$ cat src/rtl/av_menu_pkg.sv
// av_menu_pkg: state encoding and pause-menu item constants for the menu controller
package av_menu_pkg;
  typedef enum logic [1:0] {MENU = 2'd0, COUNTDOWN = 2'd1, PLAYING = 2'd2, PAUSED = 2'd3} state_t;
  localparam int RESUME = 0;
  localparam int RESTART = 1;
  localparam int QUIT = 2;
  localparam int PAUSE_ITEMS = 3;
endpackage

$ cat src/rtl/av_menu_controller_if.sv
// av_menu_controller_if: front-panel/game-core signals of the menu controller
interface av_menu_controller_if #(parameter int SEL_W = 2, parameter int CNT_W = 8);
  logic btn_up, btn_down, btn_enter, btn_pause, frame_tick, song_done;
  logic pause, overlay_en, game_reset, game_start;
  logic [SEL_W-1:0] menu_sel, song_sel;
  logic [CNT_W-1:0] countdown;
  logic [1:0] state;
  modport master(output btn_up, btn_down, btn_enter, btn_pause, frame_tick, song_done,
                 input pause, overlay_en, game_reset, game_start, menu_sel, song_sel, countdown, state);
  modport slave(input btn_up, btn_down, btn_enter, btn_pause, frame_tick, song_done,
                output pause, overlay_en, game_reset, game_start, menu_sel, song_sel, countdown, state);
endinterface

$ cat src/rtl/av_btn_edge.sv
// av_btn_edge: rising-edge detector, one event per press of a held level
module av_btn_edge #(parameter int W = 4) (
  input  logic         clk65,
  input  logic         reset,
  input  logic [W-1:0] d,
  output logic [W-1:0] ev
);
  logic [W-1:0] prev;
  always_ff @(posedge clk65)
    if (reset) prev <= '0;
    else prev <= d;
  assign ev = d & ~prev;
endmodule

$ cat src/rtl/av_menu_controller.sv
// av_menu_controller: menu/countdown/play/pause sequencer driving overlay and game-core pulses
module av_menu_controller
  import av_menu_pkg::*;
#(
  parameter int NUM_SONGS = 4,
  parameter int SEL_W = 2,
  parameter int COUNTDOWN_FRAMES = 180,
  parameter int CNT_W = 8
) (
  input logic clk65,
  input logic reset,
  av_menu_controller_if.slave bus
);
  localparam logic [CNT_W-1:0] FRAMES = CNT_W'(COUNTDOWN_FRAMES);
  localparam logic [SEL_W-1:0] LAST_SONG = SEL_W'(NUM_SONGS - 1);
  localparam logic [SEL_W-1:0] LAST_PAUSE = SEL_W'(PAUSE_ITEMS - 1);
  logic [3:0] ev;
  logic p, e, u, dn;
  state_t state_q, state_n;
  logic [SEL_W-1:0] sel_q, sel_n, song_q, song_n, last;
  logic [CNT_W-1:0] cnt_q, cnt_n;
  logic grst_q, grst_n, gstart_q, gstart_n, pause_q, overlay_q;
  av_btn_edge #(.W(4)) u_edge (
    .clk65(clk65),
    .reset(reset),
    .d({bus.btn_pause, bus.btn_enter, bus.btn_up, bus.btn_down}),
    .ev(ev)
  );
  // only the highest-priority event of a cycle survives, even if the state ignores it
  assign p = ev[3];
  assign e = ev[2] & ~ev[3];
  assign u = ev[1] & ~|ev[3:2];
  assign dn = ev[0] & ~|ev[3:1];
  always_comb begin
    state_n = state_q;
    sel_n = sel_q;
    song_n = song_q;
    cnt_n = cnt_q;
    grst_n = 1'b0;
    gstart_n = 1'b0;
    last = state_q == PAUSED ? LAST_PAUSE : LAST_SONG;
    case (state_q)
      MENU: if (e) begin
        song_n = sel_q;
        grst_n = 1'b1;
        cnt_n = FRAMES;
        state_n = COUNTDOWN;
      end
      COUNTDOWN: if (p) begin
        cnt_n = '0;
        state_n = PAUSED;
      end else if (bus.frame_tick && cnt_q != '0) begin
        cnt_n = cnt_q - 1'b1;
        gstart_n = cnt_q == CNT_W'(1);
        state_n = cnt_q == CNT_W'(1) ? PLAYING : COUNTDOWN;
      end
      PLAYING: state_n = bus.song_done ? MENU : p ? PAUSED : PLAYING;
      PAUSED: if (p || (e && sel_q == SEL_W'(RESUME))) begin
        cnt_n = FRAMES;
        state_n = COUNTDOWN;
      end else if (e) begin
        grst_n = 1'b1;
        cnt_n = sel_q == SEL_W'(RESTART) ? FRAMES : '0;
        state_n = sel_q == SEL_W'(RESTART) ? COUNTDOWN : MENU;
      end
      default: state_n = MENU;
    endcase
    if (state_q == MENU || state_q == PAUSED)
      sel_n = u ? (sel_q == '0 ? last : sel_q - 1'b1) : dn ? (sel_q == last ? '0 : sel_q + 1'b1) : sel_q;
    if (state_n != state_q && (state_n == MENU || state_n == PAUSED)) sel_n = '0;
  end
  always_ff @(posedge clk65)
    if (reset) begin
      state_q <= MENU;
      sel_q <= '0;
      song_q <= '0;
      cnt_q <= '0;
      grst_q <= 1'b0;
      gstart_q <= 1'b0;
      pause_q <= 1'b1;
      overlay_q <= 1'b1;
    end else begin
      state_q <= state_n;
      sel_q <= sel_n;
      song_q <= song_n;
      cnt_q <= cnt_n;
      grst_q <= grst_n;
      gstart_q <= gstart_n;
      pause_q <= state_n != PLAYING;
      overlay_q <= state_n == MENU || state_n == PAUSED;
    end
  assign bus.state = state_q;
  assign bus.menu_sel = sel_q;
  assign bus.song_sel = song_q;
  assign bus.countdown = cnt_q;
  assign bus.game_reset = grst_q;
  assign bus.game_start = gstart_q;
  assign bus.pause = pause_q;
  assign bus.overlay_en = overlay_q;
endmodule

$ cat src/flat_wrapper.sv
// flat-port wrapper written by rule: the top's interface ports become plain ports
module av_menu_controller_flat import av_menu_pkg::*;
#(
  parameter int NUM_SONGS = 4,
  parameter int SEL_W = 2,
  parameter int COUNTDOWN_FRAMES = 180,
  parameter int CNT_W = 8
)
  (clk65, reset, bus_btn_up, bus_btn_down, bus_btn_enter, bus_btn_pause, bus_frame_tick, bus_song_done, bus_pause, bus_overlay_en, bus_game_reset, bus_game_start, bus_menu_sel, bus_song_sel, bus_countdown, bus_state);
  av_menu_controller_if #(.SEL_W(SEL_W), .CNT_W(CNT_W)) bus_i ();
  input logic clk65;
  input logic reset;
  input wire logic [$bits(bus_i.btn_up)-1:0] bus_btn_up;
  input wire logic [$bits(bus_i.btn_down)-1:0] bus_btn_down;
  input wire logic [$bits(bus_i.btn_enter)-1:0] bus_btn_enter;
  input wire logic [$bits(bus_i.btn_pause)-1:0] bus_btn_pause;
  input wire logic [$bits(bus_i.frame_tick)-1:0] bus_frame_tick;
  input wire logic [$bits(bus_i.song_done)-1:0] bus_song_done;
  output wire logic [$bits(bus_i.pause)-1:0] bus_pause;
  output wire logic [$bits(bus_i.overlay_en)-1:0] bus_overlay_en;
  output wire logic [$bits(bus_i.game_reset)-1:0] bus_game_reset;
  output wire logic [$bits(bus_i.game_start)-1:0] bus_game_start;
  output wire logic [$bits(bus_i.menu_sel)-1:0] bus_menu_sel;
  output wire logic [$bits(bus_i.song_sel)-1:0] bus_song_sel;
  output wire logic [$bits(bus_i.countdown)-1:0] bus_countdown;
  output wire logic [$bits(bus_i.state)-1:0] bus_state;
  assign bus_i.btn_up = bus_btn_up;
  assign bus_i.btn_down = bus_btn_down;
  assign bus_i.btn_enter = bus_btn_enter;
  assign bus_i.btn_pause = bus_btn_pause;
  assign bus_i.frame_tick = bus_frame_tick;
  assign bus_i.song_done = bus_song_done;
  assign bus_pause = bus_i.pause;
  assign bus_overlay_en = bus_i.overlay_en;
  assign bus_game_reset = bus_i.game_reset;
  assign bus_game_start = bus_i.game_start;
  assign bus_menu_sel = bus_i.menu_sel;
  assign bus_song_sel = bus_i.song_sel;
  assign bus_countdown = bus_i.countdown;
  assign bus_state = bus_i.state;
  av_menu_controller #(.NUM_SONGS(NUM_SONGS), .SEL_W(SEL_W), .COUNTDOWN_FRAMES(COUNTDOWN_FRAMES), .CNT_W(CNT_W)) u_core (.clk65(clk65), .reset(reset), .bus(bus_i));
endmodule
$ cat config.mk
export PLATFORM = sky130hd
export DESIGN_NAME = av_menu_controller_flat
export DESIGN_NICKNAME = d
export VERILOG_FILES = /design/src/rtl/av_menu_pkg.sv /design/src/rtl/av_menu_controller_if.sv /design/src/rtl/av_btn_edge.sv /design/src/rtl/av_menu_controller.sv /design/src/flat_wrapper.sv
export SDC_FILE = /design/constraint.sdc
export NUM_CORES = 1
export LEC_CHECK = 0
export ABC_AREA = 1
export CAP_MARGIN = 10
export CORE_ASPECT_RATIO = 0.5
export CORE_MARGIN = 2
export CORE_UTILIZATION = 25
export DETAILED_ROUTE_END_ITERATION = 16
export HOLD_SLACK_MARGIN = 0.1
export PLACE_DENSITY = 0.42
export RECOVER_POWER = 100
export SLEW_MARGIN = 25
export SYNTH_ARGS = -nofsm -noshare
export SYNTH_HDL_FRONTEND = slang
export SYNTH_SLANG_ARGS = --single-unit
$ cat constraint.sdc
create_clock -name clk65 -period 2.21 [get_ports clk65]
set_clock_uncertainty 0.2 [all_clocks]
set_input_delay 0.3315 -clock clk65 [delete_from_list [all_inputs] [get_ports clk65]]
set_output_delay 0.3315 -clock clk65 [all_outputs]
set_load 0.02 [all_outputs]
* Yosys cells after proc, flatten, opt, wreduce, memory -nomap -nowiden
Index checks and enable logic that the tools add are counted.
Widths: inputs -> output; s select.
** Storage, ports and cells
- Bits of input ports :: 8
- Logic and storage cells :: 78
- Output and inout port bits :: 18
- Bits in registers :: 22
** Operators by class
- Bitwise gates (word level) :: 8
- Reductions and logical operators :: 21
- Multiplexer cells :: 25
- Equal/unequal tests :: 12
- $add $sub $neg :: 3
** Operators by type and width (count)
- $mux 8 :: 6
- $pmux 8 s3 :: 1
- $mux 2 :: 11
- $eq 8x1->1 const B :: 1
- $pmux 2 s4 :: 1
- $reduce_bool 8->1 :: 1
- $sub 8x1->8 const B :: 1
- $eq 2x2->1 const B :: 3
- $logic_not 2->1 :: 3
- $ne 3x1->1 const B :: 2
- $mux 1 :: 5
- $and 4x4->4 :: 1
- $eq 2x1->1 const B :: 2
- $not 4->4 :: 1
- $reduce_and 2->1 :: 2
- $reduce_and 4->1 :: 1
- $reduce_or 2->1 :: 2
- $reduce_or 4->1 :: 1
- $and 1x1->1 :: 3
- $logic_and 1x1->1 :: 3
- $logic_or 1x1->1 :: 3
- $not 1->1 :: 3
- $reduce_bool 3->1 :: 1
- $reduce_or 3->1 :: 1
- 9 further kinds :: 10

* Depth between registers and ports, before layout
Gate-level depths: netlist of run 1.
- Word-level depth :: 12
- Depth in mapped cells :: 13
- Depth with buffers taken out :: 13

* Modules after synthesis
From an unflattened synthesis of run 1, not the netlist that was laid out.
** Unflattened totals
- Cells, all modules :: 183
- Area total of the unflattened synthesis :: 1410.1 sq um
** Modules (own cells, without submodules)
- av_menu_controller :: seq. area each 360.3 sq um, instances 1, area an instance 1285.0 sq um, cells an instance 167
- av_btn_edge :: seq. area each 80.1 sq um, instances 1, area an instance 125.1 sq um, cells an instance 16

* Worst setup path before layout of run 1
No wires, ideal clock.
- Kind :: flip-flop to flip-flop
- Start point :: register u_core.state_q[0] (netlist: u_core.bus.state[0])
- End point :: register u_core.sel_q[0] (netlist: u_core.bus.menu_sel[0])
- Buffers on the path :: 0
- Path slack :: -0.127 ns
- Period minus slack after synthesis :: 2.337 ns
- Setup time :: 0.070 ns
- Data required time :: 1.940 ns
- Cell stages (with the launch flop) :: 13
- Arrival :: 2.067 ns
- Cell sequence :: dfxtp_1 inv_1 ha_1 inv_1 nor2_1 nor2_1 o21ai_0 a21oi_1 nand2_1 nand2_1 ha_1 or2_2 a21oi_1
** On the way
- Word-level cells in the longest chain between the ends :: 7
- Elaborated cells on any way between the ends :: 24
- Classes of those cells :: eq/ne: 6; mux: 11; reduce/logical: 7
** RTL lines
- from (decl) :: RTL line av_menu_controller.sv:19 : state_t state_q, state_n;
- from (signal assigned) :: RTL line av_menu_controller.sv:83 : state_q <= state_n;
- $mux 2, on equally long branches :: RTL line av_menu_controller.sv:61, av_menu_controller.sv:52
- $mux 2, on equally long branches :: RTL line av_menu_controller.sv:58, av_menu_controller.sv:49
- $pmux 2 s4 :: RTL line av_menu_controller.sv:42 : case (state_q)
- $eq 2x2->1 or $logic_not 2->1 (tied branches) :: RTL line av_menu_controller.sv:70 : if (state_n != state_q && (state_n == MENU || state_n == PAUSED)) sel_n = '0;
- $logic_or 1x1->1 :: RTL line av_menu_controller.sv:70
- $logic_and 1x1->1 :: RTL line av_menu_controller.sv:70
- $reduce_or 2->1 (no line)
- to (signal assigned) :: RTL line av_menu_controller.sv:84 : sel_q <= sel_n;
- to (decl) :: RTL line av_menu_controller.sv:20 : logic [SEL_W-1:0] sel_q, sel_n, song_q, song_n, last;
Parallel ways exist; a longest one is shown, timed or not. The select of a mux whose other input is x is not followed.
A chain may end at the register's enable or synchronous reset.

* Worst setup path after layout of run 1
- Start point :: register u_core.sel_q[1] (netlist: u_core.bus.menu_sel[1])
- End point :: register u_core.sel_q[0] (netlist: u_core.bus.menu_sel[0])
** On the way
- Word-level cells in the longest chain between the ends :: 9
- Elaborated cells on any way between the ends :: 19
- Classes of those cells :: eq/ne: 4; mux: 8; reduce/logical: 7
** RTL lines
- $logic_not 2->1 (*) :: RTL line av_menu_controller.sv:58 : PAUSED: if (p || (e && sel_q == SEL_W'(RESUME))) begin
- $logic_and 1x1->1 (*) :: RTL line av_menu_controller.sv:58
- $logic_or 1x1->1 (*) :: RTL line av_menu_controller.sv:58
- $mux 2 (*) :: RTL line av_menu_controller.sv:58
- $pmux 2 s4 (*) :: RTL line av_menu_controller.sv:42
- named net u_core.state_n[1] :: RTL line av_menu_controller.sv:19
- $eq 2x2->1 or $logic_not 2->1 (tied branches) :: RTL line av_menu_controller.sv:70
- $logic_or 1x1->1 :: RTL line av_menu_controller.sv:70
- $logic_and 1x1->1 (*) :: RTL line av_menu_controller.sv:70
- $reduce_or 2->1 (no line) (*)
Mark *: on every way through the listed nets, which the timed path passes. The rest lies on a longest branch. The select of a mux whose other input is x is not followed.

==> results of run 1 <==
-- sequential cells by signal, summed over array words and instances (netlist names) --
name / cells
u_core.bus.menu_sel: 2
u_core.bus.game_start: 1
u_core.bus.state: 2
u_core.bus.countdown: 8
u_core.bus.pause: 1
u_core.bus.overlay_en: 1
u_core.u_edge.prev: 4
u_core.bus.game_reset: 1
u_core.bus.song_sel: 2
-- per-layer routing --
layer | routed length (um) | global-route usage, % | part of all wire (%)
met1 | 1821 | 16.87 | 49
met2 | 1723 | 22.32 | 47
met3 | 130 | 3.368 | 3.5
met4 | 21 | 2.198 | 0.57
met5 | 0 | 0 | 0
-- worst max-delay path, cell delays in order, from the launching register on --
cell and delay, ns:
sky130_fd_sc_hd__dfxtp_2 0.33, sky130_fd_sc_hd__inv_1 0.07, sky130_fd_sc_hd__ha_2 0.20, sky130_fd_sc_hd__nand3_2 0.09, sky130_fd_sc_hd__nand2_2 0.08, sky130_fd_sc_hd__nor2_2 0.04, sky130_fd_sc_hd__o21ai_0 0.14, sky130_fd_sc_hd__nand2_1 0.08
sky130_fd_sc_hd__inv_1 0.09, sky130_fd_sc_hd__o21ai_2 0.07, sky130_fd_sc_hd__ha_1 0.27, sky130_fd_sc_hd__or2_4 0.24, sky130_fd_sc_hd__a21oi_2 0.12
-- worst paths after layout --
kind,end,cells after the start
worst max register to register,u_core.bus.menu_sel[0]$_SDFFE_PP0P_,12
worst max-delay path,u_core.bus.menu_sel[0]$_SDFFE_PP0P_,12
worst min-delay path,u_core.u_edge.prev[3]$_SDFF_PP0_,3
worst min register to register,u_core.bus.countdown[2]$_SDFFE_PP0P_,2
-- per-stage QoR --
step | TNS [ns] | instance area (um2) | total power [W] | hold WS, ns
floorplan | 0 | 1379 | 0.001006 | 0.2385
CTS | 0 | 2027 | 0.001681 | 0.3262
finish | 0 | 2117 | 0.001727 | 0.1510
detailed placement | -0.8008 | 1949 | 0.001371 | 0.3110
global route | -0.1074 | 2117 | 0.001881 | 0.1433
global placement | -0.6478 | 1949 | 0.001373 | 0.3103
-- layout make-up --
type | instances | area share, %
Timing Repair Buffer | 63 | 25.53
Sequential cell | 22 | 21.22
Multi-Input combinational cell | 129 | 40.66
Clock buffer | 3 | 1.950
Tap cell | 73 | 4.314
Inverter | 35 | 6.324
-- report_power, final --
part           internal [W]  total [W]  switching (W)
clock              0.000122   0.000253       0.000131
combinational      0.000459   0.000971       0.000512
sequential         0.000460   0.000503      0.0000432
total               0.00104    0.00173       0.000686
-- layout by cell type (no fill, tap or decap), types with 9 or more instances in the layout --
cell	synthesis	routed
sky130_fd_sc_hd__buf_4	0	38
sky130_fd_sc_hd__dfxtp_1	22	17
sky130_fd_sc_hd__inv_1	31	28
sky130_fd_sc_hd__nand2_1	20	18
sky130_fd_sc_hd__a21oi_1	13	10
sky130_fd_sc_hd__clkdlybuf4s50_1	0	23
sky130_fd_sc_hd__nand3_1	14	10
sky130_fd_sc_hd__o21ai_0	12	11
sky130_fd_sc_hd__ha_1	12	9
sky130_fd_sc_hd__nor2_1	19	16
-- cells by family after synthesis --
logic type,count (synthesis),share of synthesized area (%)
buffers and inverters,36,10.02
DFF,22,32.06
AOI/OAI and AO/OA,42,18.49
and+or+nand+nor,72,26.50
adders and majority gates,12,10.93
xor gates and xnor gates,2,1.275
muxes,1,0.7286
-- timing repair --
item / in CTS / in global routing
hold buffers: 0 / 0
setup endpoints to repair: 2 / 4
pin swaps: 3 / 9
cloned: 0 / 0
buffers inserted: 4 / 3
resized for setup: 4 / 22
==> impl_metrics.prom, run 1 <==
# TYPE chip_impl_metric gauge
chip_impl_metric{name="ys_warn_count",unit=""} 0
chip_impl_info{name="clock_root_buffer",value="sky130_fd_sc_hd__clkbuf_8"} 1
chip_impl_metric{name="syn-num-nets",unit=""} 207
chip_impl_metric{name="finalMaxSlewViolations",unit=""} 0
chip_impl_metric{name="area_of_the_multi_input_gates",unit="um2"} 860.8
chip_impl_metric{name="post-route-util",unit="%"} 39.23
chip_impl_metric{name="die_w",unit="um"} 108.8
chip_impl_metric{name="postLayoutSetupSlackWorst",unit="ns"} 0.1074
chip_impl_metric{name="first_global_vias",unit=""} 1394
chip_impl_metric{name="dieArea",unit="mm2"} 0.006140
chip_impl_metric{name="wire_per_inst",unit="um"} 11.37
chip_impl_metric{name="worstPathArrival",unit="ns"} 2.10
chip_impl_metric{name="synthesis.area_per_instance",unit="um2"} 7.347
chip_impl_metric{name="timing.reg2reg.setup_slack",unit="ns"} 0.11
chip_impl_metric{name="vias",unit=""} 1416
chip_impl_metric{name="portBuffers",unit=""} 25
chip_impl_metric{name="dr.first_iter.drc_count",unit=""} 41
chip_impl_metric{name="yosys.area.top_type_share",unit="%"} 32.06
chip_impl_info{name="yosys-top-cells-count",value="sky130_fd_sc_hd__inv_1 (31), sky130_fd_sc_hd__dfxtp_1 (22), sky130_fd_sc_hd__nand2_1 (20)"} 1
chip_impl_metric{name="clock_transition_at_the_register_clock_pins_on_the_worst_setup_and_hold_paths_after_cts",unit="ns"} 0.08
chip_impl_metric{name="worst_ir_drop_vdd",unit="mV"} 0.3317
chip_impl_info{name="outcome",value="finished, final reports clean"} 1
chip_impl_info{name="timing.critical_path.from_type",value="flop"} 1
chip_impl_metric{name="postSynthRegisterBits",unit=""} 22
chip_impl_info{name="post_synth_main_area_contributors",value="sky130_fd_sc_hd__dfxtp_1 (32%), sky130_fd_sc_hd__ha_1 (11%), sky130_fd_sc_hd__inv_1 (8.5%)"} 1
chip_impl_metric{name="final_layout_size_suffix_gt1_share",unit="%"} 34.92
chip_impl_metric{name="gp_routability_congestion",unit=""} 0.7767
chip_impl_metric{name="final_net_count",unit=""} 274
chip_impl_metric{name="global_route_total_overflow",unit=""} 0
chip_impl_metric{name="dp.cells",unit=""} 315
chip_impl_metric{name="detail_route.vias_per_cell",unit=""} 4.357
chip_impl_metric{name="core-area",unit="mm2"} 0.005396
chip_impl_metric{name="drt_drc_violations_left",unit=""} 0
chip_impl_metric{name="nFillCells",unit=""} 556
chip_impl_info{name="cts_tree",value="yes"} 1
chip_impl_metric{name="synth-seq-area-share",unit="%"} 32.06
chip_impl_info{name="worst_setup_path_startpoint",value="u_core.bus.menu_sel[1]$_SDFFE_PP0P_"} 1
chip_impl_info{name="synthMostInstantiatedCell",value="sky130_fd_sc_hd__inv_1"} 1
chip_impl_metric{name="timing.final.crit_share",unit="%"} 95.14
chip_impl_metric{name="clock_latency",unit="ns"} 0.26
chip_impl_metric{name="place_ws",unit="ns"} -0.2866
chip_impl_metric{name="top_level_ports",unit=""} 26
chip_impl_info{name="worst_hold_path_type",value="in2reg"} 1
chip_impl_metric{name="timing.critical_path.required",unit="ns"} 2.20
chip_impl_metric{name="hold_violations",unit=""} 0
chip_impl_metric{name="floorplan.rows",unit=""} 19
chip_impl_metric{name="async_sr_flop_fraction",unit="%"} 0
chip_impl_info{name="top_ff_cell_synth",value="sky130_fd_sc_hd__dfxtp_1"} 1
chip_impl_metric{name="detailedRoute.firstPassIterationCount",unit=""} 4
chip_impl_metric{name="grt_max_degree",unit=""} 12
chip_impl_metric{name="power.static_leakage",unit="nW"} 0.9511
chip_impl_metric{name="area_growth",unit="%"} 54.10
chip_impl_metric{name="dp_hpwl",unit="mm"} 2.828
chip_impl_metric{name="fmaxAchievable",unit="MHz"} 475.6
chip_impl_metric{name="sequential_cell_area",unit="um2"} 449.2
chip_impl_metric{name="cp_max_fo",unit=""} 3
chip_impl_info{name="grt_setup_unrepaired",value="yes"} 1
chip_impl_metric{name="timing_worst_slew_pin_value",unit="ns"} 0.3786
chip_impl_metric{name="clock_sink_count",unit=""} 22
chip_impl_metric{name="finalWirelength",unit="mm"} 3.695
chip_impl_info{name="synth_area_leader_cell",value="sky130_fd_sc_hd__dfxtp_1"} 1
chip_impl_metric{name="max_slew_headroom_at_the_worst_pin",unit="%"} 74.57
chip_impl_metric{name="grt_pass1_wl",unit="mm"} 6.258
chip_impl_metric{name="power-per-cell-area",unit="mW/mm2"} 815.5
chip_impl_info{name="worstReg2RegStart",value="u_core.bus.menu_sel[1]$_SDFFE_PP0P_"} 1
chip_impl_metric{name="synth-edff-count",unit=""} 0
chip_impl_metric{name="starting_density",unit="%"} 25.46
chip_impl_metric{name="cts.htree.levels",unit=""} 1
chip_impl_info{name="critical_path.endpoint_type",value="flop"} 1
chip_impl_metric{name="grt_antenna_before_repair",unit=""} 0
chip_impl_metric{name="global_route.usage.total",unit="%"} 13.07
chip_impl_metric{name="layout.cells.non_filler",unit=""} 325
chip_impl_metric{name="die_y",unit="um"} 56.42
chip_impl_metric{name="syn-cell-area",unit="mm2"} 0.001374
chip_impl_info{name="holdCritStartpoint",value="bus_btn_pause"} 1
chip_impl_metric{name="max-clock-path-buffers",unit=""} 2
chip_impl_metric{name="max_cap_violations",unit=""} 0
chip_impl_metric{name="finalWorstPathRequiredPeriod",unit="ns"} 2.103
chip_impl_metric{name="postRouteAntennaNets",unit=""} 0
chip_impl_metric{name="setup_viol_count_final",unit=""} 0
chip_impl_metric{name="cts_made_buffers",unit=""} 3
chip_impl_info{name="critPathKind",value="reg2reg"} 1
chip_impl_metric{name="netlist_instances",unit=""} 187
chip_impl_metric{name="netlist-cell-type-count",unit=""} 31
chip_impl_metric{name="antenna_cells",unit=""} 0
(Power assumes the default switching activity.)
==> run 2: changes to the inputs <==
--- a/config.mk
+++ b/config.mk
@@ -7,7 +7,6 @@
 export LEC_CHECK = 0
 export ABC_AREA = 1
 export CAP_MARGIN = 10
-export CORE_ASPECT_RATIO = 0.5
 export CORE_MARGIN = 2
 export CORE_UTILIZATION = 25
 export DETAILED_ROUTE_END_ITERATION = 16
@@ -17,4 +16,5 @@
 export SLEW_MARGIN = 25
 export SYNTH_ARGS = -nofsm -noshare
 export SYNTH_HDL_FRONTEND = slang
+export SYNTH_HIERARCHICAL = 1
 export SYNTH_SLANG_ARGS = --single-unit
==> run 2 against run 1 <==
Against the previous run:
- non-clock buffer count is the same
- sequential share of layout area fell by 0.33 points
- worst hold slack got worse by 0.033 ns
- critical path type unchanged
- critical endpoint is now u_core/bus.menu_sel[0]$_SDFFE_PP0P_
- largest cell class unchanged
- synthesized cell count shrank 2.1%
==> impl_metrics.prom, run 2 <==
# TYPE chip_impl_metric gauge
chip_impl_metric{name="share_of_the_synthesized_area_in_compound_gates_ao_oa_aoi_oai",unit="%"} 18.28
chip_impl_metric{name="muxShareOfSynthArea",unit="%"} 0
chip_impl_metric{name="cp_max_fo",unit=""} 6
chip_impl_metric{name="worst_ir_drop_vdd",unit="mV"} 0.5140
chip_impl_metric{name="dp.cells",unit=""} 314
chip_impl_metric{name="core-area",unit="mm2"} 0.005473
chip_impl_metric{name="max_cap_violations",unit=""} 0
chip_impl_info{name="top_ff_cell_synth",value="sky130_fd_sc_hd__dfxtp_1"} 1
chip_impl_metric{name="detailedRoute.firstPassIterationCount",unit=""} 4
chip_impl_metric{name="antenna_cells",unit=""} 0
chip_impl_metric{name="grt_pass1_wl",unit="mm"} 6.072
chip_impl_metric{name="timing_worst_slew_pin_value",unit="ns"} 0.4963
chip_impl_metric{name="global_route_total_overflow",unit=""} 0
chip_impl_metric{name="max-clock-path-buffers",unit=""} 2
chip_impl_metric{name="clock_sink_count",unit=""} 22
chip_impl_info{name="synth_area_leader_cell",value="sky130_fd_sc_hd__dfxtp_1"} 1
chip_impl_info{name="critPathKind",value="reg2reg"} 1
chip_impl_metric{name="die_y",unit="um"} 79.10
chip_impl_metric{name="area_growth",unit="%"} 55.46
chip_impl_metric{name="async_sr_flop_fraction",unit="%"} 0
chip_impl_metric{name="finalWirelength",unit="mm"} 3.585
chip_impl_metric{name="finalMaxSlewViolations",unit=""} 0
chip_impl_metric{name="portBuffers",unit=""} 25
chip_impl_info{name="post_synth_main_area_contributors",value="sky130_fd_sc_hd__dfxtp_1 (31%), sky130_fd_sc_hd__ha_1 (11%), sky130_fd_sc_hd__inv_1 (7.2%)"} 1
chip_impl_metric{name="grt_antenna_before_repair",unit=""} 0
chip_impl_metric{name="dp_hpwl",unit="mm"} 2.926
chip_impl_metric{name="gp_routability_congestion",unit=""} 0.8082
chip_impl_metric{name="timing.reg2reg.setup_slack",unit="ns"} 0.13
chip_impl_info{name="final_cell_mix",value="sky130_fd_sc_hd__buf_4 (36), sky130_fd_sc_hd__nand2_1 (23), sky130_fd_sc_hd__inv_1 (21)"} 1
chip_impl_metric{name="synth-edff-count",unit=""} 0
chip_impl_metric{name="syn-num-nets",unit=""} 203
chip_impl_metric{name="power-per-cell-area",unit="mW/mm2"} 1404
chip_impl_metric{name="timing.final.crit_share",unit="%"} 94.14
chip_impl_metric{name="detail_route.vias_per_cell",unit=""} 4.252
chip_impl_metric{name="worstPathArrival",unit="ns"} 2.09
chip_impl_metric{name="synth_xor_xnor_area_share",unit="%"} 0.6211
chip_impl_metric{name="synth-seq-area-share",unit="%"} 31.23
chip_impl_metric{name="finalWorstPathRequiredPeriod",unit="ns"} 2.081
chip_impl_info{name="outcome",value="finished, final reports clean"} 1
chip_impl_metric{name="post_synth_and_or_nand_nor_area_fraction",unit="%"} 30.26
chip_impl_metric{name="place_ws",unit="ns"} -0.3524
chip_impl_metric{name="holdWs",unit="ns"} 0.1176
chip_impl_metric{name="cts.htree.levels",unit=""} 1
chip_impl_metric{name="drt_drc_violations_left",unit=""} 0
chip_impl_metric{name="ys_warn_count",unit=""} 6
chip_impl_metric{name="first_global_vias",unit=""} 1360
chip_impl_metric{name="clock_transition_at_the_register_clock_pins_on_the_worst_setup_and_hold_paths_after_cts",unit="ns"} 0.09
chip_impl_info{name="clock_root_buffer",value="sky130_fd_sc_hd__clkbuf_8"} 1
chip_impl_metric{name="syn-cell-area",unit="mm2"} 0.001410
chip_impl_metric{name="hold_violations",unit=""} 0
chip_impl_info{name="timing.critical_path.from_type",value="flop"} 1
chip_impl_metric{name="postLayoutSetupSlackWorst",unit="ns"} 0.1294
chip_impl_metric{name="max_slew_headroom_at_the_worst_pin",unit="%"} 66.56
chip_impl_metric{name="starting_density",unit="%"} 25.77
chip_impl_metric{name="global_route.usage.total",unit="%"} 12.37
chip_impl_metric{name="fmaxAchievable",unit="MHz"} 480.6
chip_impl_metric{name="cts_made_buffers",unit=""} 3
chip_impl_metric{name="final_net_count",unit=""} 270
chip_impl_metric{name="floorplan.rows",unit=""} 27
chip_impl_metric{name="yosys.area.top_type_share",unit="%"} 31.23
chip_impl_metric{name="dieArea",unit="mm2"} 0.006257
chip_impl_info{name="yosys-top-cells-count",value="sky130_fd_sc_hd__inv_1 (27), sky130_fd_sc_hd__nand2_1 (25), sky130_fd_sc_hd__dfxtp_1 (22)"} 1
chip_impl_metric{name="grt_max_degree",unit=""} 14
chip_impl_metric{name="synthesis.area_per_instance",unit="um2"} 7.705
chip_impl_metric{name="power.static_leakage",unit="nW"} 0.9836
chip_impl_metric{name="nFillCells",unit=""} 599
chip_impl_metric{name="vias",unit=""} 1365
chip_impl_info{name="dominant_combinational_cell_family_by_area_after_synthesis",value="simple AND/OR/NAND/NOR gates"} 1
chip_impl_metric{name="largest_register_ffs",unit=""} 8
chip_impl_metric{name="setup_viol_count_final",unit=""} 0
chip_impl_metric{name="post_synth_fa_ha_maj_area_fraction",unit="%"} 10.65
chip_impl_metric{name="clock_latency",unit="ns"} 0.27
chip_impl_info{name="cts_tree",value="yes"} 1
chip_impl_metric{name="post-route-util",unit="%"} 40.05
chip_impl_metric{name="postSynthRegisterBits",unit=""} 22
chip_impl_metric{name="die_w",unit="um"} 79.10
chip_impl_info{name="synthMostInstantiatedCell",value="sky130_fd_sc_hd__inv_1"} 1
chip_impl_metric{name="wire_per_inst",unit="um"} 11.17
chip_impl_metric{name="netlist-cell-type-count",unit=""} 30
chip_impl_info{name="most_common_cell_after_layout_fill_and_taps_aside",value="sky130_fd_sc_hd__buf_4"} 1
chip_impl_metric{name="top_level_ports",unit=""} 26
chip_impl_metric{name="layout.cells.non_filler",unit=""} 321
chip_impl_metric{name="final_layout_size_suffix_gt1_share",unit="%"} 37.75
chip_impl_metric{name="postRouteAntennaNets",unit=""} 0
chip_impl_info{name="worst_hold_path_type",value="in2reg"} 1
chip_impl_metric{name="dr.first_iter.drc_count",unit=""} 27
chip_impl_metric{name="netlist_instances",unit=""} 183
chip_impl_info{name="critical_path.endpoint_type",value="flop"} 1
chip_impl_metric{name="design_power_total",unit="W"} 0.003078
chip_impl_metric{name="timing.critical_path.required",unit="ns"} 2.21
[run 2: cell count changes in the layout (fill, tap and decap cells not counted), sizes merged, moves of 2 or more]
cell           previous run  this run
a221oi                    0         4
a31oi                     3         0
clkdlybuf4s50            23        12
dlygate4sd3               0        11
inv                      35        32
nand2                    27        31
nand3                    16        14
nor2                     21        27
o21ai                    20        13
o22ai                     2         0
[run 2: cells by family (layout without fill, tap and decap cells)]
group                    count (synthesis)  count (layout)
AO/OA/AOI/OAI                           36              36
XOR/XNOR                                 1               1
adder cells (fa/ha/maj)                 12              12
buffers and inverters                   33              99
flip-flops                              22              22
AND/OR/NAND/NOR                         79              79
[run 2: cell type report]
cell class	count	area, um2	area share (%)
clock inverter	1	30.03	1.370
multi-input combinational	128	909.6	41.50
tap	72	90.09	4.110
inverter	32	122.6	5.594
clock buffer	3	41.29	1.884
sequential	22	457.9	20.89
timing repair buffer	63	540.5	24.66
[run 2: worst paths after layout]
| check | end | from | depth (start not counted) |
|---|---|---|---|
| worst max-delay path | u_core/bus.menu_sel[0]$_SDFFE_PP0P_ | u_core/bus.state[0]$_SDFF_PP0_ | 12 |
| worst min-delay path | u_core/u_edge/prev[2]$_SDFF_PP0_ | bus_btn_enter | 3 |
| worst max register to register | u_core/bus.menu_sel[0]$_SDFFE_PP0P_ | u_core/bus.state[0]$_SDFF_PP0_ | 12 |
| worst min register to register | u_core/bus.song_sel[1]$_SDFFE_PP0P_ | u_core/bus.song_sel[1]$_SDFFE_PP0P_ | 2 |
[run 2: where the power goes]
group / leakage, nW / internal [W] / total [W] / switching, W
logic: 0.763 / 0.000923 / 0.00206 / 0.00114
registers: 0.185 / 0.000536 / 0.000628 / 0.0000922
clock network: 0.0357 / 0.000242 / 0.000387 / 0.000145
total: 0.984 / 0.00170 / 0.00308 / 0.00138
[run 2: through the flow]
| stage | cell area, um2 | setup TNS, ns |
|---|---|---|
| after CTS | 2122 | 0 |
| final | 2192 | 0 |
| after floorplan | 1429 | 0 |
| after detailed placement | 2028 | -2.059 |
| after global placement | 2028 | -2.038 |
| after global routing | 2192 | -0.003179 |
[run 2: what timing repair did]
item                                    in CTS  in global routing
hold buffers                                 0                  0
endpoints found under the setup margin       2                  4
pin swaps                                    3                 10
setup buffers                                1                  2
gates cloned                                 0                  0
resized for setup                            6                 21
[run 2: critical path, stage by stage, from the launching register on]
cell and delay (ns):
sky130_fd_sc_hd__dfxtp_4 0.38, sky130_fd_sc_hd__inv_2 0.09, sky130_fd_sc_hd__ha_1 0.14, sky130_fd_sc_hd__inv_1 0.04, sky130_fd_sc_hd__nor2_1 0.11, sky130_fd_sc_hd__nor2_1 0.05, sky130_fd_sc_hd__o21bai_1 0.18, sky130_fd_sc_hd__a21oi_2 0.06
sky130_fd_sc_hd__nand2_2 0.07, sky130_fd_sc_hd__nand2_4 0.04, sky130_fd_sc_hd__ha_1 0.28, sky130_fd_sc_hd__or2_4 0.25, sky130_fd_sc_hd__a21oi_2 0.12
[run 2: per-layer routing]
layer	track usage (%)	vias up	share of wire, %
met4	5.345	0	2.0
met5	0	-	0
met3	2.045	6	2.9
li1	-	728	-
met2	22.03	21	49
met1	14.54	610	46
==> run 3: changes to the inputs <==
--- a/config.mk
+++ b/config.mk
@@ -11,7 +11,7 @@
 export CORE_UTILIZATION = 25
 export DETAILED_ROUTE_END_ITERATION = 16
 export HOLD_SLACK_MARGIN = 0.1
-export PLACE_DENSITY = 0.42
+export PLACE_DENSITY_LB_ADDON = 0.12
 export RECOVER_POWER = 100
 export SLEW_MARGIN = 25
 export SYNTH_ARGS = -nofsm -noshare
==> run 3 against run 2 <==
Against the previous run:
- largest power group unchanged
- maximum frequency decreased by 1.6%
- wire length up 3.2%
- final area down 0.74%
- die area unchanged
==> impl_metrics.prom, run 3 (same netlist as run 2, synthesis figures left out) <==
# TYPE chip_impl_metric gauge
chip_impl_metric{name="critical-path-max-stage-delay",unit="ns"} 0.45
chip_impl_info{name="worst_hold_path_type",value="reg2reg"} 1
chip_impl_metric{name="fmaxAchievable",unit="MHz"} 473.1
chip_impl_metric{name="design_power_total",unit="W"} 0.003071
chip_impl_metric{name="worstPathArrival",unit="ns"} 2.12
chip_impl_metric{name="worst_ir_drop_vdd",unit="mV"} 0.5555
chip_impl_info{name="critPathKind",value="in2reg"} 1
chip_impl_info{name="most_common_cell_after_layout_fill_and_taps_aside",value="sky130_fd_sc_hd__buf_4"} 1
chip_impl_metric{name="drt_drc_violations_left",unit=""} 0
chip_impl_metric{name="core-area",unit="mm2"} 0.005473
chip_impl_metric{name="cts_made_buffers",unit=""} 3
chip_impl_info{name="outcome",value="finished, final reports clean"} 1
chip_impl_metric{name="timing.final.crit_share",unit="%"} 95.64
chip_impl_metric{name="finalWirelength",unit="mm"} 3.698
chip_impl_metric{name="clock_transition_at_the_register_clock_pins_on_the_worst_setup_and_hold_paths_after_cts",unit="ns"} 0.09
chip_impl_info{name="critical_path.most_common_cell",value="sky130_fd_sc_hd__a21oi_2"} 1
chip_impl_metric{name="dieArea",unit="mm2"} 0.006257
chip_impl_metric{name="vias",unit=""} 1374
chip_impl_metric{name="die_w",unit="um"} 79.10
chip_impl_metric{name="area_of_the_multi_input_gates",unit="um2"} 912.1
chip_impl_metric{name="finalWorstPathRequiredPeriod",unit="ns"} 2.114
chip_impl_metric{name="nFillCells",unit=""} 590
chip_impl_metric{name="global_route.usage.total",unit="%"} 12.75
chip_impl_metric{name="holdWs",unit="ns"} 0.2665
chip_impl_info{name="clock_root_buffer",value="sky130_fd_sc_hd__clkbuf_8"} 1
chip_impl_metric{name="starting_density",unit="%"} 25.77
chip_impl_metric{name="grt_antenna_before_repair",unit=""} 0
chip_impl_metric{name="timing.reg2reg.setup_slack",unit="ns"} 0.1
chip_impl_metric{name="area_growth",unit="%"} 54.30
chip_impl_metric{name="grt_max_degree",unit=""} 13
chip_impl_info{name="final_cell_mix",value="sky130_fd_sc_hd__buf_4 (37), sky130_fd_sc_hd__inv_1 (23), sky130_fd_sc_hd__nand2_1 (23)"} 1
chip_impl_metric{name="timing.critical_path.required",unit="ns"} 2.22
chip_impl_metric{name="hold_violations",unit=""} 0
chip_impl_metric{name="worst-path-buf-inv",unit=""} 4
chip_impl_metric{name="final_net_count",unit=""} 271
chip_impl_metric{name="clock_sink_count",unit=""} 22
chip_impl_metric{name="dr.first_iter.drc_count",unit=""} 20
chip_impl_metric{name="max_slew_headroom_at_the_worst_pin",unit="%"} 60.78
chip_impl_info{name="dominant_delay_contributor_by_cell_family_on_the_critical_path",value="buffers and inverters"} 1
chip_impl_info{name="timing.critical_path.from_type",value="primary input"} 1
chip_impl_metric{name="sequential_cell_area",unit="um2"} 457.9
chip_impl_metric{name="grt_pass1_wl",unit="mm"} 6.210
chip_impl_metric{name="cp_max_fo",unit=""} 3
chip_impl_metric{name="postLayoutSetupSlackWorst",unit="ns"} 0.09640
chip_impl_metric{name="gp_routability_congestion",unit=""} 0.7743
chip_impl_metric{name="largest_register_ffs",unit=""} 8
chip_impl_metric{name="dp.cells",unit=""} 315
chip_impl_metric{name="ctsHoldBuffers",unit=""} 0
chip_impl_metric{name="timing_worst_slew_pin_value",unit="ns"} 0.5883
chip_impl_info{name="critical_path.endpoint_type",value="flop"} 1
chip_impl_metric{name="final_layout_size_suffix_gt1_share",unit="%"} 38.00
chip_impl_metric{name="max-clock-path-buffers",unit=""} 2
chip_impl_metric{name="detail_route.vias_per_cell",unit=""} 4.267
chip_impl_metric{name="place_ws",unit="ns"} -0.3635
chip_impl_metric{name="finalMaxSlewViolations",unit=""} 0
chip_impl_metric{name="global_route_total_overflow",unit=""} 0
chip_impl_metric{name="detailedRoute.firstPassIterationCount",unit=""} 4
chip_impl_metric{name="dp_hpwl",unit="mm"} 2.987
chip_impl_metric{name="wire_per_inst",unit="um"} 11.48
chip_impl_metric{name="cts.htree.levels",unit=""} 1
chip_impl_metric{name="power-per-cell-area",unit="mW/mm2"} 1411
chip_impl_metric{name="top_level_ports",unit=""} 26
chip_impl_info{name="critPathSlowestCell",value="sky130_fd_sc_hd__clkdlybuf4s50_1"} 1
chip_impl_metric{name="power.static_leakage",unit="nW"} 0.9468
chip_impl_metric{name="portBuffers",unit=""} 25
chip_impl_metric{name="postRouteAntennaNets",unit=""} 0
chip_impl_metric{name="max_cap_violations",unit=""} 0
chip_impl_info{name="worstPathCellList",value="clkdlybuf4s50_1 -> inv_1 -> nor2_2 -> inv_2 -> buf_4 -> o21bai_1 -> a21oi_2 -> nand2_2 -> nand2_4 -> ha_4 -> or2_4 -> a21oi_2"} 1
chip_impl_metric{name="first_global_vias",unit=""} 1320
chip_impl_metric{name="antenna_cells",unit=""} 0
chip_impl_metric{name="setup_viol_count_final",unit=""} 0
chip_impl_metric{name="detailed_place.area",unit="mm2"} 0.002036
chip_impl_metric{name="clock_latency",unit="ns"} 0.27
chip_impl_metric{name="die_y",unit="um"} 79.10
chip_impl_metric{name="floorplan.rows",unit=""} 27
chip_impl_metric{name="layout.cells.non_filler",unit=""} 322
chip_impl_metric{name="layout.cell_area.non_filler",unit="mm2"} 0.002176
chip_impl_info{name="cts_tree",value="yes"} 1
run 3: report_power, final:
| part | internal [W] | switching [W] |
|---|---|---|
| Clock | 0.000159 | 0.000148 |
| Combinational | 0.000969 | 0.00117 |
| Sequential | 0.000536 | 0.0000913 |
| Total | 0.00166 | 0.00141 |
run 3: stage by stage:
step / TNS [ns] / utilization, %
after floorplan: 0 / -
after global placement: -2.121 / 37.20
after detailed placement: -2.222 / 37.20
after CTS: 0 / 38.75
after global routing: -0.03938 / 39.76
final: 0 / 39.76
run 3: path summary, 6_finish.rpt:
| kind | startpoint | end | cells past startpoint |
|---|---|---|---|
| worst min-delay path | u_core/bus.song_sel[1]$_SDFFE_PP0P_ | u_core/bus.song_sel[1]$_SDFFE_PP0P_ | 2 |
| worst max-delay path | bus_btn_pause | u_core/bus.menu_sel[0]$_SDFFE_PP0P_ | 12 |
| worst min register to register | u_core/bus.song_sel[1]$_SDFFE_PP0P_ | u_core/bus.song_sel[1]$_SDFFE_PP0P_ | 2 |
| worst max register to register | u_core/bus.state[0]$_SDFF_PP0_ | u_core/bus.menu_sel[0]$_SDFFE_PP0P_ | 10 |
run 3: layer usage:
| layer | track usage, % | part of all wire [%] | routed length (um) |
|---|---|---|---|
| met1 | 15.65 | 47 | 1722 |
| met4 | 4.138 | 0.87 | 32 |
| met5 | 0 | 0 | 0 |
| met2 | 22.54 | 50 | 1845 |
| met3 | 2.159 | 2.6 | 97 |
run 3: worst min-delay path: stages (launching register included):
cell	delay (ns)
sky130_fd_sc_hd__dfxtp_1	0.31
sky130_fd_sc_hd__nand2_1	0.06
sky130_fd_sc_hd__a21oi_1	0.05
run 3: what timing repair did:
action,4_1_cts,5_1_grt
setup buffers,1,2
resized for setup,8,16
endpoints found under the setup margin,3,3
pin swaps,3,13
hold endpoints to repair,0,0
run 3: cell type report:
class / count / area share, %
inverters: 32 / 5.750
well taps: 72 / 4.140
flip-flops and latches: 22 / 21.05
multi-input cells: 128 / 41.92
repair buffers: 64 / 24.61
clock buffers: 4 / 2.530
